==> src/rtl/fb_sched_pkg.sv <==
// Shared types and helpers for the frame-buffer slot scheduler.
package fb_sched_pkg;

    localparam int IDX_W     = 3;
    localparam int MAX_SLOTS = 1 << IDX_W;

    typedef enum logic [1:0] {
        FREE,
        WRITING,
        READY,
        READING
    } slot_state_t;

    typedef enum logic {
        W_IDLE,
        W_ACTIVE
    } wr_state_t;

    typedef enum logic [1:0] {
        R_EMPTY,
        R_WAIT,
        R_HOLD
    } rd_state_t;

    // Only ever called with constant arguments, so the multiply folds away at elaboration.
    function automatic logic [63:0] slot_base(input logic [63:0] start_addr,
                                              input int          idx,
                                              input logic [63:0] frame_size);
        return start_addr + 64'(idx) * frame_size;
    endfunction

endpackage

==> src/rtl/fb_sat_cnt.sv <==
// Event counter that sticks at its maximum value instead of wrapping.
module fb_sat_cnt #(
    parameter int WIDTH = 16
) (
    input  logic             clk_i,
    input  logic             rst_n_i,
    input  logic             inc_i,
    output logic [WIDTH-1:0] cnt_o
);

    logic [WIDTH-1:0] cnt_q;

    always_ff @(posedge clk_i or negedge rst_n_i) begin
        if (!rst_n_i) begin
            cnt_q <= '0;
        end else if (inc_i && (cnt_q != '1)) begin
            cnt_q <= cnt_q + WIDTH'(1);
        end
    end

    assign cnt_o = cnt_q;

endmodule

==> src/rtl/fb_slot_scheduler.sv <==
// Triple-buffer slot scheduler: hands frame slots to the AXI writer and reader,
// keeping newest-complete-frame semantics with drop and repeat accounting.
module fb_slot_scheduler
    import fb_sched_pkg::*;
#(
    parameter logic [31:0] START_ADDR    = 32'h3fff0000,
    parameter int          FRAMES_AMOUNT = 3,
    parameter int          FRAME_RES_X   = 1920,
    parameter int          FRAME_RES_Y   = 1080,
    parameter int          PX_BYTES      = 2,
    parameter int          ADDR_WIDTH    = 32
) (
    input  logic                  clk_i,
    input  logic                  rst_n_i,
    input  logic                  wr_req_i,
    input  logic                  wr_done_i,
    output logic                  wr_ack_o,
    output logic [ADDR_WIDTH-1:0] wr_base_addr_o,
    output logic [2:0]            wr_idx_o,
    input  logic                  rd_req_i,
    output logic                  rd_ack_o,
    output logic [ADDR_WIDTH-1:0] rd_base_addr_o,
    output logic [2:0]            rd_idx_o,
    output logic [15:0]           drop_cnt_o,
    output logic [15:0]           repeat_cnt_o
);

    localparam logic [63:0] FRAME_SIZE = 64'(FRAME_RES_X) * 64'(FRAME_RES_Y) * 64'(PX_BYTES);

    logic [ADDR_WIDTH-1:0] base_tab [MAX_SLOTS];

    for (genvar g = 0; g < MAX_SLOTS; g++) begin : g_base
        assign base_tab[g] = ADDR_WIDTH'(slot_base(64'(START_ADDR), g, FRAME_SIZE));
    end

    slot_state_t           slot_q [MAX_SLOTS];
    slot_state_t           slot_d [MAX_SLOTS];
    wr_state_t             wr_st_q, wr_st_d;
    rd_state_t             rd_st_q, rd_st_d;
    logic [IDX_W-1:0]      wr_slot_q, wr_slot_d;
    logic [IDX_W-1:0]      rd_slot_q, rd_slot_d;
    logic                  wr_ack_q, wr_ack_d;
    logic                  rd_ack_q, rd_ack_d;
    logic [ADDR_WIDTH-1:0] wr_addr_q, wr_addr_d;
    logic [ADDR_WIDTH-1:0] rd_addr_q, rd_addr_d;
    logic                  drop_inc, rep_inc;
    logic                  rdy_hit, free_hit;
    logic [IDX_W-1:0]      rdy_idx, free_idx, wr_pick;

    always_comb begin
        slot_d    = slot_q;
        wr_st_d   = wr_st_q;
        rd_st_d   = rd_st_q;
        wr_slot_d = wr_slot_q;
        rd_slot_d = rd_slot_q;
        wr_ack_d  = 1'b0;
        rd_ack_d  = 1'b0;
        drop_inc  = 1'b0;
        rep_inc   = 1'b0;
        rdy_hit   = 1'b0;
        rdy_idx   = '0;
        free_hit  = 1'b0;
        free_idx  = '0;
        wr_pick   = '0;

        // Completion first, so the finished frame is visible to a same-cycle read or grant.
        if (wr_done_i && (wr_st_q == W_ACTIVE)) begin
            for (int i = 0; i < FRAMES_AMOUNT; i++) begin
                if (slot_d[i] == READY) begin
                    slot_d[i] = FREE;
                    drop_inc  = 1'b1;
                end
            end
            slot_d[wr_slot_q] = READY;
            wr_st_d           = W_IDLE;
        end

        for (int i = 0; i < FRAMES_AMOUNT; i++) begin
            if (slot_d[i] == READY) begin
                rdy_hit = 1'b1;
                rdy_idx = IDX_W'(i);
            end
        end

        // A parked reader behaves as if it keeps requesting until a frame shows up.
        if (rd_req_i || (rd_st_q == R_WAIT)) begin
            if (rdy_hit) begin
                if (rd_st_q == R_HOLD) begin
                    slot_d[rd_slot_q] = FREE;
                end
                slot_d[rdy_idx] = READING;
                rd_slot_d       = rdy_idx;
                rd_ack_d        = 1'b1;
                rd_st_d         = R_HOLD;
            end else if (rd_st_q == R_HOLD) begin
                rd_ack_d = 1'b1;
                rep_inc  = 1'b1;
            end else begin
                rd_st_d = R_WAIT;
            end
        end

        if (wr_req_i) begin
            if (wr_st_d == W_ACTIVE) begin
                slot_d[wr_slot_q] = FREE;
                drop_inc          = 1'b1;
            end
            rdy_hit = 1'b0;
            rdy_idx = '0;
            for (int i = FRAMES_AMOUNT - 1; i >= 0; i--) begin
                if (slot_d[i] == FREE) begin
                    free_hit = 1'b1;
                    free_idx = IDX_W'(i);
                end
                if (slot_d[i] == READY) begin
                    rdy_hit = 1'b1;
                    rdy_idx = IDX_W'(i);
                end
            end
            if (free_hit) begin
                wr_pick = free_idx;
            end else begin
                wr_pick  = rdy_idx;
                drop_inc = rdy_hit;
            end
            slot_d[wr_pick] = WRITING;
            wr_slot_d       = wr_pick;
            wr_st_d         = W_ACTIVE;
            wr_ack_d        = 1'b1;
        end

        wr_addr_d = wr_ack_d ? base_tab[wr_slot_d] : wr_addr_q;
        rd_addr_d = rd_ack_d ? base_tab[rd_slot_d] : rd_addr_q;
    end

    always_ff @(posedge clk_i or negedge rst_n_i) begin
        if (!rst_n_i) begin
            for (int i = 0; i < MAX_SLOTS; i++) begin
                slot_q[i] <= FREE;
            end
            wr_st_q   <= W_IDLE;
            rd_st_q   <= R_EMPTY;
            wr_slot_q <= '0;
            rd_slot_q <= '0;
            wr_ack_q  <= 1'b0;
            rd_ack_q  <= 1'b0;
            wr_addr_q <= '0;
            rd_addr_q <= '0;
        end else begin
            slot_q    <= slot_d;
            wr_st_q   <= wr_st_d;
            rd_st_q   <= rd_st_d;
            wr_slot_q <= wr_slot_d;
            rd_slot_q <= rd_slot_d;
            wr_ack_q  <= wr_ack_d;
            rd_ack_q  <= rd_ack_d;
            wr_addr_q <= wr_addr_d;
            rd_addr_q <= rd_addr_d;
        end
    end

    fb_sat_cnt #(.WIDTH(16)) u_drop_cnt (
        .clk_i   (clk_i),
        .rst_n_i (rst_n_i),
        .inc_i   (drop_inc),
        .cnt_o   (drop_cnt_o)
    );

    fb_sat_cnt #(.WIDTH(16)) u_repeat_cnt (
        .clk_i   (clk_i),
        .rst_n_i (rst_n_i),
        .inc_i   (rep_inc),
        .cnt_o   (repeat_cnt_o)
    );

    assign wr_ack_o       = wr_ack_q;
    assign wr_idx_o       = wr_slot_q;
    assign wr_base_addr_o = wr_addr_q;
    assign rd_ack_o       = rd_ack_q;
    assign rd_idx_o       = rd_slot_q;
    assign rd_base_addr_o = rd_addr_q;

endmodule

==> config.mk <==
export PLATFORM = sky130hd
export DESIGN_NAME = fb_slot_scheduler
export DESIGN_NICKNAME = d
export VERILOG_FILES = /design/src/rtl/fb_sched_pkg.sv /design/src/rtl/fb_sat_cnt.sv /design/src/rtl/fb_slot_scheduler.sv
export SDC_FILE = /design/constraint.sdc
export NUM_CORES = 1
export LEC_CHECK = 0
export ABC_AREA = 1
export CAP_MARGIN = 10
export CORE_MARGIN = 2
export CORE_UTILIZATION = 35
export CTS_CLUSTER_DIAMETER = 80
export DETAILED_ROUTE_END_ITERATION = 16
export GPL_ROUTABILITY_DRIVEN = 0
export MAX_ROUTING_LAYER = met4
export PLACE_DENSITY = 0.72
export SLEW_MARGIN = 20
export SYNTH_ARGS = -nofsm -noshare
export SYNTH_HDL_FRONTEND = slang
export SYNTH_HIERARCHICAL = 1
export SYNTH_SLANG_ARGS = --single-unit
==> constraint.sdc <==
create_clock -name clk_i -period 3.7 [get_ports clk_i]
set_input_delay 0.74 -clock clk_i [delete_from_list [all_inputs] [get_ports clk_i]]
set_output_delay 0.74 -clock clk_i [all_outputs]
set_load 0.02 [all_outputs]
After elaboration in Yosys (flattened, before gate mapping)
Memory sizes are Yosys's and may differ from the RTL's. A register that Yosys moved wholly into a read port is not among the register bits. Cells that the tools add are included.

Flip-flop bits (word level): 59. ROM bits: 512. Word-level logic and storage cells: 136. Memories: 2.

Add/subtract/negate cells: 2. Magnitude comparators: 8. Equal/unequal tests: 14. Multiplexer cells: 63. Bitwise gates (word level): 17. Reduce and logical (&&, ||, !) cells: 14.

Memory list: (no name shown) (words 8, width 32, read ports 1, clocked after Yosys merged registers in 1, wr ports 0, RTL line fb_slot_scheduler.sv:133) `rd_addr_d = rd_ack_d ? base_tab[rd_slot_d] : rd_addr_q;`; (no name shown) (words 8, width 32, read ports 1, clocked after Yosys merged registers in 1, wr ports 0, RTL line fb_slot_scheduler.sv:132) `wr_addr_d = wr_ack_d ? base_tab[wr_slot_d] : wr_addr_q;`.

Operator list (count): two-way mux 16 bit (9); adder 16 x 1 -> 16 bit, second input constant (2); bitwise AND 16 bit (2); inequality test 16 bit, second input constant (2); NOT 16 bit (2); two-way mux 3 bit (10); two-way mux 2 bit (14); two-way mux 1 bit (26); demux 2 bit (select 3 bit) (4); NOT 3 -> 4 bit (6); equality test 2 bit, second input constant (10); bitwise AND 8 bit (2); >= comparator 4 bit, second input constant (4); less-than comparator 4 x 1 -> 1 bit, second input constant (4); NOT 8 bit (2); bitwise OR 16 bit (1); bitwise OR 8 bit (2); logical AND 1 bit (7); zero test 2 bit (3); equality test 2 x 1 -> 1 bit, second input constant (1); zero test 1 bit (2); inequality test 2 x 1 -> 1 bit, second input constant (1); AND reduction 2 bit (1); logical OR 1 bit (1).

Logic depth before layout (Yosys ltp)
Depth in word-level cells: 37. Gate-level depth with buffers: 23.

Cells and area by module
Netlist, hierarchy kept.

Modules (own cells, without submodules): fb_slot_scheduler (instances 1, cells an instance 292, area an instance 2366.0 um2, seq. area each 1026.0 um2); fb_sat_cnt (instances 2, cells an instance 149, area an instance 1058.5 um2, seq. area each 400.4 um2).

Least setup slack after synthesis
Ideal clock, no wire load.

Path type: input-to-reg. Start point: in wr_done_i. End point: reg u_drop_cnt.cnt_q[15], in the netlist u_drop_cnt/cnt_o[15]. Setup time: 0.113 ns. Arrival: 2.484 ns. Required time: 3.587 ns. Slack: 1.103 ns. Stages on the path: 22. Path through: nand2_2 -> inv_2 -> nand3_1 -> nand2_1 -> nand2_2 -> nand3_4 -> nand2_4 -> nand2_1 -> nand3_1 -> nand2_1 -> nor2_4 -> nand2_1 -> nand2_1 -> nand3_1 -> nand2_1 -> inv_1 -> nor2_1 -> nand2_1 -> nor2_1 -> nand3_1 -> nand2_1 -> inv_1.

Cells in the longest elaborated chain, start to end: 24. Elaborated cells on any way between the ends: 45. Those cells by class: order compare: 2; eq/ne: 6; mux: 27; bitwise: 4; reduce/logical: 6.

RTL lines: start, declared (RTL line fb_slot_scheduler.sv:16) `input logic wr_done_i,`; logical AND 1 bit * (RTL line fb_slot_scheduler.sv:67) `if (wr_done_i && (wr_st_q == W_ACTIVE)) begin`; two-way mux 16 bit (RTL line fb_slot_scheduler.sv:67); equality test 2 bit (RTL line fb_slot_scheduler.sv:79) `if (slot_d[i] == READY) begin`; two-way mux 1 bit (RTL line fb_slot_scheduler.sv:79); two-way mux 3 bit (RTL line fb_slot_scheduler.sv:79); NOT 3 -> 4 bit (not written as such) (RTL line fb_slot_scheduler.sv:91) `slot_d[rdy_idx] = READING;`; >= comparator 4 bit (not written as such) or less-than comparator 4 x 1 -> 1 bit (tied branches) (RTL line fb_slot_scheduler.sv:91); logical AND 1 bit (not written as such) (RTL line fb_slot_scheduler.sv:91); [... 7 more ...]; two-way mux 16 bit (RTL line fb_slot_scheduler.sv:103) `if (wr_req_i) begin`; zero test 2 bit (RTL line fb_slot_scheduler.sv:111) `if (slot_d[i] == FREE) begin`; two-way mux 1 bit (3 in series) (RTL line fb_slot_scheduler.sv:111); two-way mux 1 bit (RTL line fb_slot_scheduler.sv:103); two-way mux 1 bit (RTL line fb_slot_scheduler.sv:120) `if (free_hit) begin`; two-way mux 1 bit * (RTL line fb_slot_scheduler.sv:103); via drop_inc (RTL line fb_slot_scheduler.sv:46) `logic drop_inc, rep_inc;`; logical AND 1 bit * (RTL line fb_sat_cnt.sv:16) `end else if (inc_i && (cnt_q != '1)) begin`; end signal, assigned (RTL line fb_sat_cnt.sv:17) `cnt_q <= cnt_q + WIDTH'(1);`; end, declared (RTL line fb_sat_cnt.sv:11) `logic [WIDTH-1:0] cnt_q;`.

Mark *: on every way through the listed nets, which the timed path passes. The rest lies on a longest branch. The select of a mux whose other input is x is not followed. A chain may end at the register's enable or synchronous reset.

Worst setup path after layout
Start point: in wr_done_i. End point: reg u_drop_cnt.cnt_q[10], in the netlist u_drop_cnt/cnt_o[10].

Same word-level chain as after synthesis.

==> impl_metrics.ini <==
[sta]
maxClockFrequency_ghz = 0.3268
finalSetupTns_ns = 0
report.final.hold_viol_count = 0
setup_viol = 0
finalWorstPathRequiredPeriod_ns = 3.060
timing.final.ws_setup_ns = 0.6399
worst_pin_slew_ns = 0.9483
max_slew_vio_count = 0
max-slew-margin-rel_pct = 36.78
min_period_over_period_pct = 82.71
grt_setup_unrepaired = false
fin_worst_skew_ns = 0.006547
holdWs_ns = 0.4708

[setup_path]
critical_path.cell_chain = clkdlybuf4s50_1 > nand2_2 > inv_2 > nand3_1 > nand2_1 > nand2_2 > nand3_4 > nand2_4 > nand2_2 > nand3_1 > nand2_1 > nor2_4 > nand2_1 > nand2_1 > nand3_1 > nand2_1 > inv_1 > nor2_4 > nand2_1 > o21ai_2
crit_path_end_kind = flop
highest_net_fanout_along_the_worst_path = 16
maximum_cell_stage_delay_along_the_critical_path_ns = 0.48
timing.reg2reg.worst_path_depth = 19
timing.critical_path.slowest_stage_cell = sky130_fd_sc_hd__clkdlybuf4s50_1
path_class = in2reg
worstSetupStartpointType = input port
worst_ep_arrival_time_ns = 3.33
endpoint_of_the_worst_register_to_register_path = u_drop_cnt/cnt_o[10]
worstPathRequired_ns = 3.97
cpLargestDelayFamily = simple AND/OR/NAND/NOR gates
r2r_slack_ns = 1.10
r2r-start = wr_st_q
cpMostUsedCell = sky130_fd_sc_hd__nand2_1
critical_path_buf_inv_count = 3

[final_layout]
finalNetCount = 672
antennaDiodeCount = 0
layout-drive-gt1-share_pct = 12.57
flow.area_growth_from_synthesis_pct = 26.18
instances_no_fill = 840

[route]
routed_wirelength_um = 10170
post_drt_wl_per_cell_um = 12.11
num_vias = 3850
antenna_violating_nets_post_route = 0
drcViolationCount = 0
vias_per_cell = 4.583
drt_iter0_drc = 213
dr.pass1.iters = 4

[placement]
hpwl_um = 7281
dp_cells = 824
io_buffers = 84
dp_worst_setup_slack_ns = 0.2546

[worst_hold_path]
hold_end = wr_base_addr_o[18]
hold_path.class = reg2reg
min_delay_path_depth = 1
timing.hold.worst.start = wr_base_addr_o[18]

[cts]
hold_buffers = 0
clock_sinks = 73
cts_tree = built
cts_setup_buffers = 0
cts-root-to-sink-buffers = 2
ctsRootBufferMaster = sky130_fd_sc_hd__clkbuf_16
htree_levels = 3
clkTransAtPathRegs_ns = 0.06
clock_buffer_count_from_cts = 9
clock_latency_ns = 0.35
postCtsResizedCells = 0

[grt]
grt_overflow_total = 0
grt_first_pass_wirelength_um = 16600
grt_start_max_net_pins = 74
grt.total_usage_pct = 15.94
number_of_global_route_vias_before_repair = 3476
antenna_found_initial = 0

[logic_synthesis]
syn-cell-area_um2 = 4483
most_used_flip_flop_cell_after_synthesis = sky130_fd_sc_hd__dfrtp_1
yosys_reg_bits = 73
count_of_synthesis_stage_warnings_from_yosys = 6
synth_area_per_cell_um2 = 7.598
synth_cells = 590
share_of_the_yosys_chip_area_belonging_to_registers_pct = 40.75
synthArstFlopShare_pct = 100.0
ys_types = 34
synth_edf_count = 0

[die]
floorplan.initialDensity_pct = 35.67
io_pins = 109
die_area_um2 = 13730
coreArea_um2 = 12570
chipHeight_um = 117.2
rows = 41
die_x_um = 117.2

[flow_run]
max-cap-violations = 0

[power_and_ir_drop]
power.density_cell_area_nw_per_um2 = 780.9
p_leak_nw = 2.628
ir_worst_vdd_mv = 0.3481
post-layout-total-power_w = 0.004417

[outcome]
outcome = finished, final reports clean
-- through the flow --
step	util, %	instance area [µm²]
after global placement	42.00	5279
after floorplan	-	4569
after detailed placement	42.00	5279
after CTS	45.01	5657
final	45.01	5657
after global routing	45.01	5657
-- cells in the mapped netlist (all sizes together), types with 4 or more instances --
master	n	share of area, %
nand2	225	20
dfrtp	73	41
nor2	63	7.3
inv	58	4.9
buf	46	7.9
nand3	37	4.7
o21ai	34	4.5
nand4	17	3.0
xnor2	10	2.0
a21oi	6	0.92
ha	4	1.1
-- layout make-up --
cell class                 count  area, µm²
fill                        1271       6912
multi-input combinational    435       2166
sequential                    73       1827
timing repair buffer          86      853.3
clock buffer                  11      252.7
inverter                      58      217.7
tap                          172      215.2
clock inverter                 5      125.1
-- layout by cell type (no fill, tap or decap), types with 10 or more instances in the layout --
cell type	netlist	layout
sky130_fd_sc_hd__clkdlybuf4s50_1	0	83
sky130_fd_sc_hd__nand2_2	21	21
sky130_fd_sc_hd__conb_1	1	24
sky130_fd_sc_hd__nand4_1	15	15
sky130_fd_sc_hd__o21ai_0	24	24
sky130_fd_sc_hd__inv_1	52	52
sky130_fd_sc_hd__nand2_1	202	202
sky130_fd_sc_hd__nand3_1	33	33
sky130_fd_sc_hd__dfrtp_1	73	73
sky130_fd_sc_hd__xnor2_1	10	10
sky130_fd_sc_hd__nor2_2	10	10
sky130_fd_sc_hd__nor2_1	44	44
-- power breakdown --
group          internal [W]  total [W]  switching (W)  leakage (nW)
registers           0.00103    0.00126       0.000230         0.896
clock network      0.000762    0.00111       0.000343         0.186
logic              0.000794    0.00205        0.00126          1.55
total               0.00259    0.00442        0.00183          2.63
-- cells by family (layout without fill, tap and decap cells) --
group	Yosys count	in the layout	share of synthesized area (%)
other	1	24	0.08365
AND/OR/NAND/NOR	347	347	36.12
AO/OA/AOI/OAI	48	48	6.726
adder cells (fa/ha/maj)	4	4	1.116
XOR/XNOR	12	12	2.344
buffers and inverters	105	160	12.87
flip-flops	73	73	40.75
-- worst max-delay path by stage --
stage | start | endpoint | slack, ns | depth (start not counted)
finish | wr_done_i | u_drop_cnt/cnt_o[10] | 0.64 | 20
global route | wr_done_i | u_drop_cnt/cnt_o[15] | 0.38 | 22
CTS | wr_done_i | u_drop_cnt/cnt_o[10] | 0.64 | 20
detailed placement | wr_done_i | u_drop_cnt/cnt_o[9] | 0.25 | 18
global placement | wr_done_i | u_drop_cnt/cnt_o[9] | 0.35 | 18
floorplan | wr_done_i | u_drop_cnt/cnt_o[15] | 1.10 | 22
-- metal layers --
layer | track usage, % | vias to the layer above | share of wire (%)
met4 | 5.569 | 0 | 1.2
met2 | 24.60 | 84 | 48
met1 | 20.19 | 1811 | 46
li1 | - | 1946 | -
met3 | 4.325 | 9 | 4.7
met5 | - | - | 0
-- flip-flops by register name, summed over array words and instances, names as in the netlist --
register	cells
wr_idx_o	3
rd_ack_o	1
wr_st_q	1
wr_base_addr_o	12
rd_idx_o	3
wr_ack_o	1
rd_base_addr_o	12
slot_q	6
u_repeat_cnt/cnt_o	16
rd_st_q	2
u_drop_cnt/cnt_o	16
Note: power is estimated with default switching activity, not from simulation.
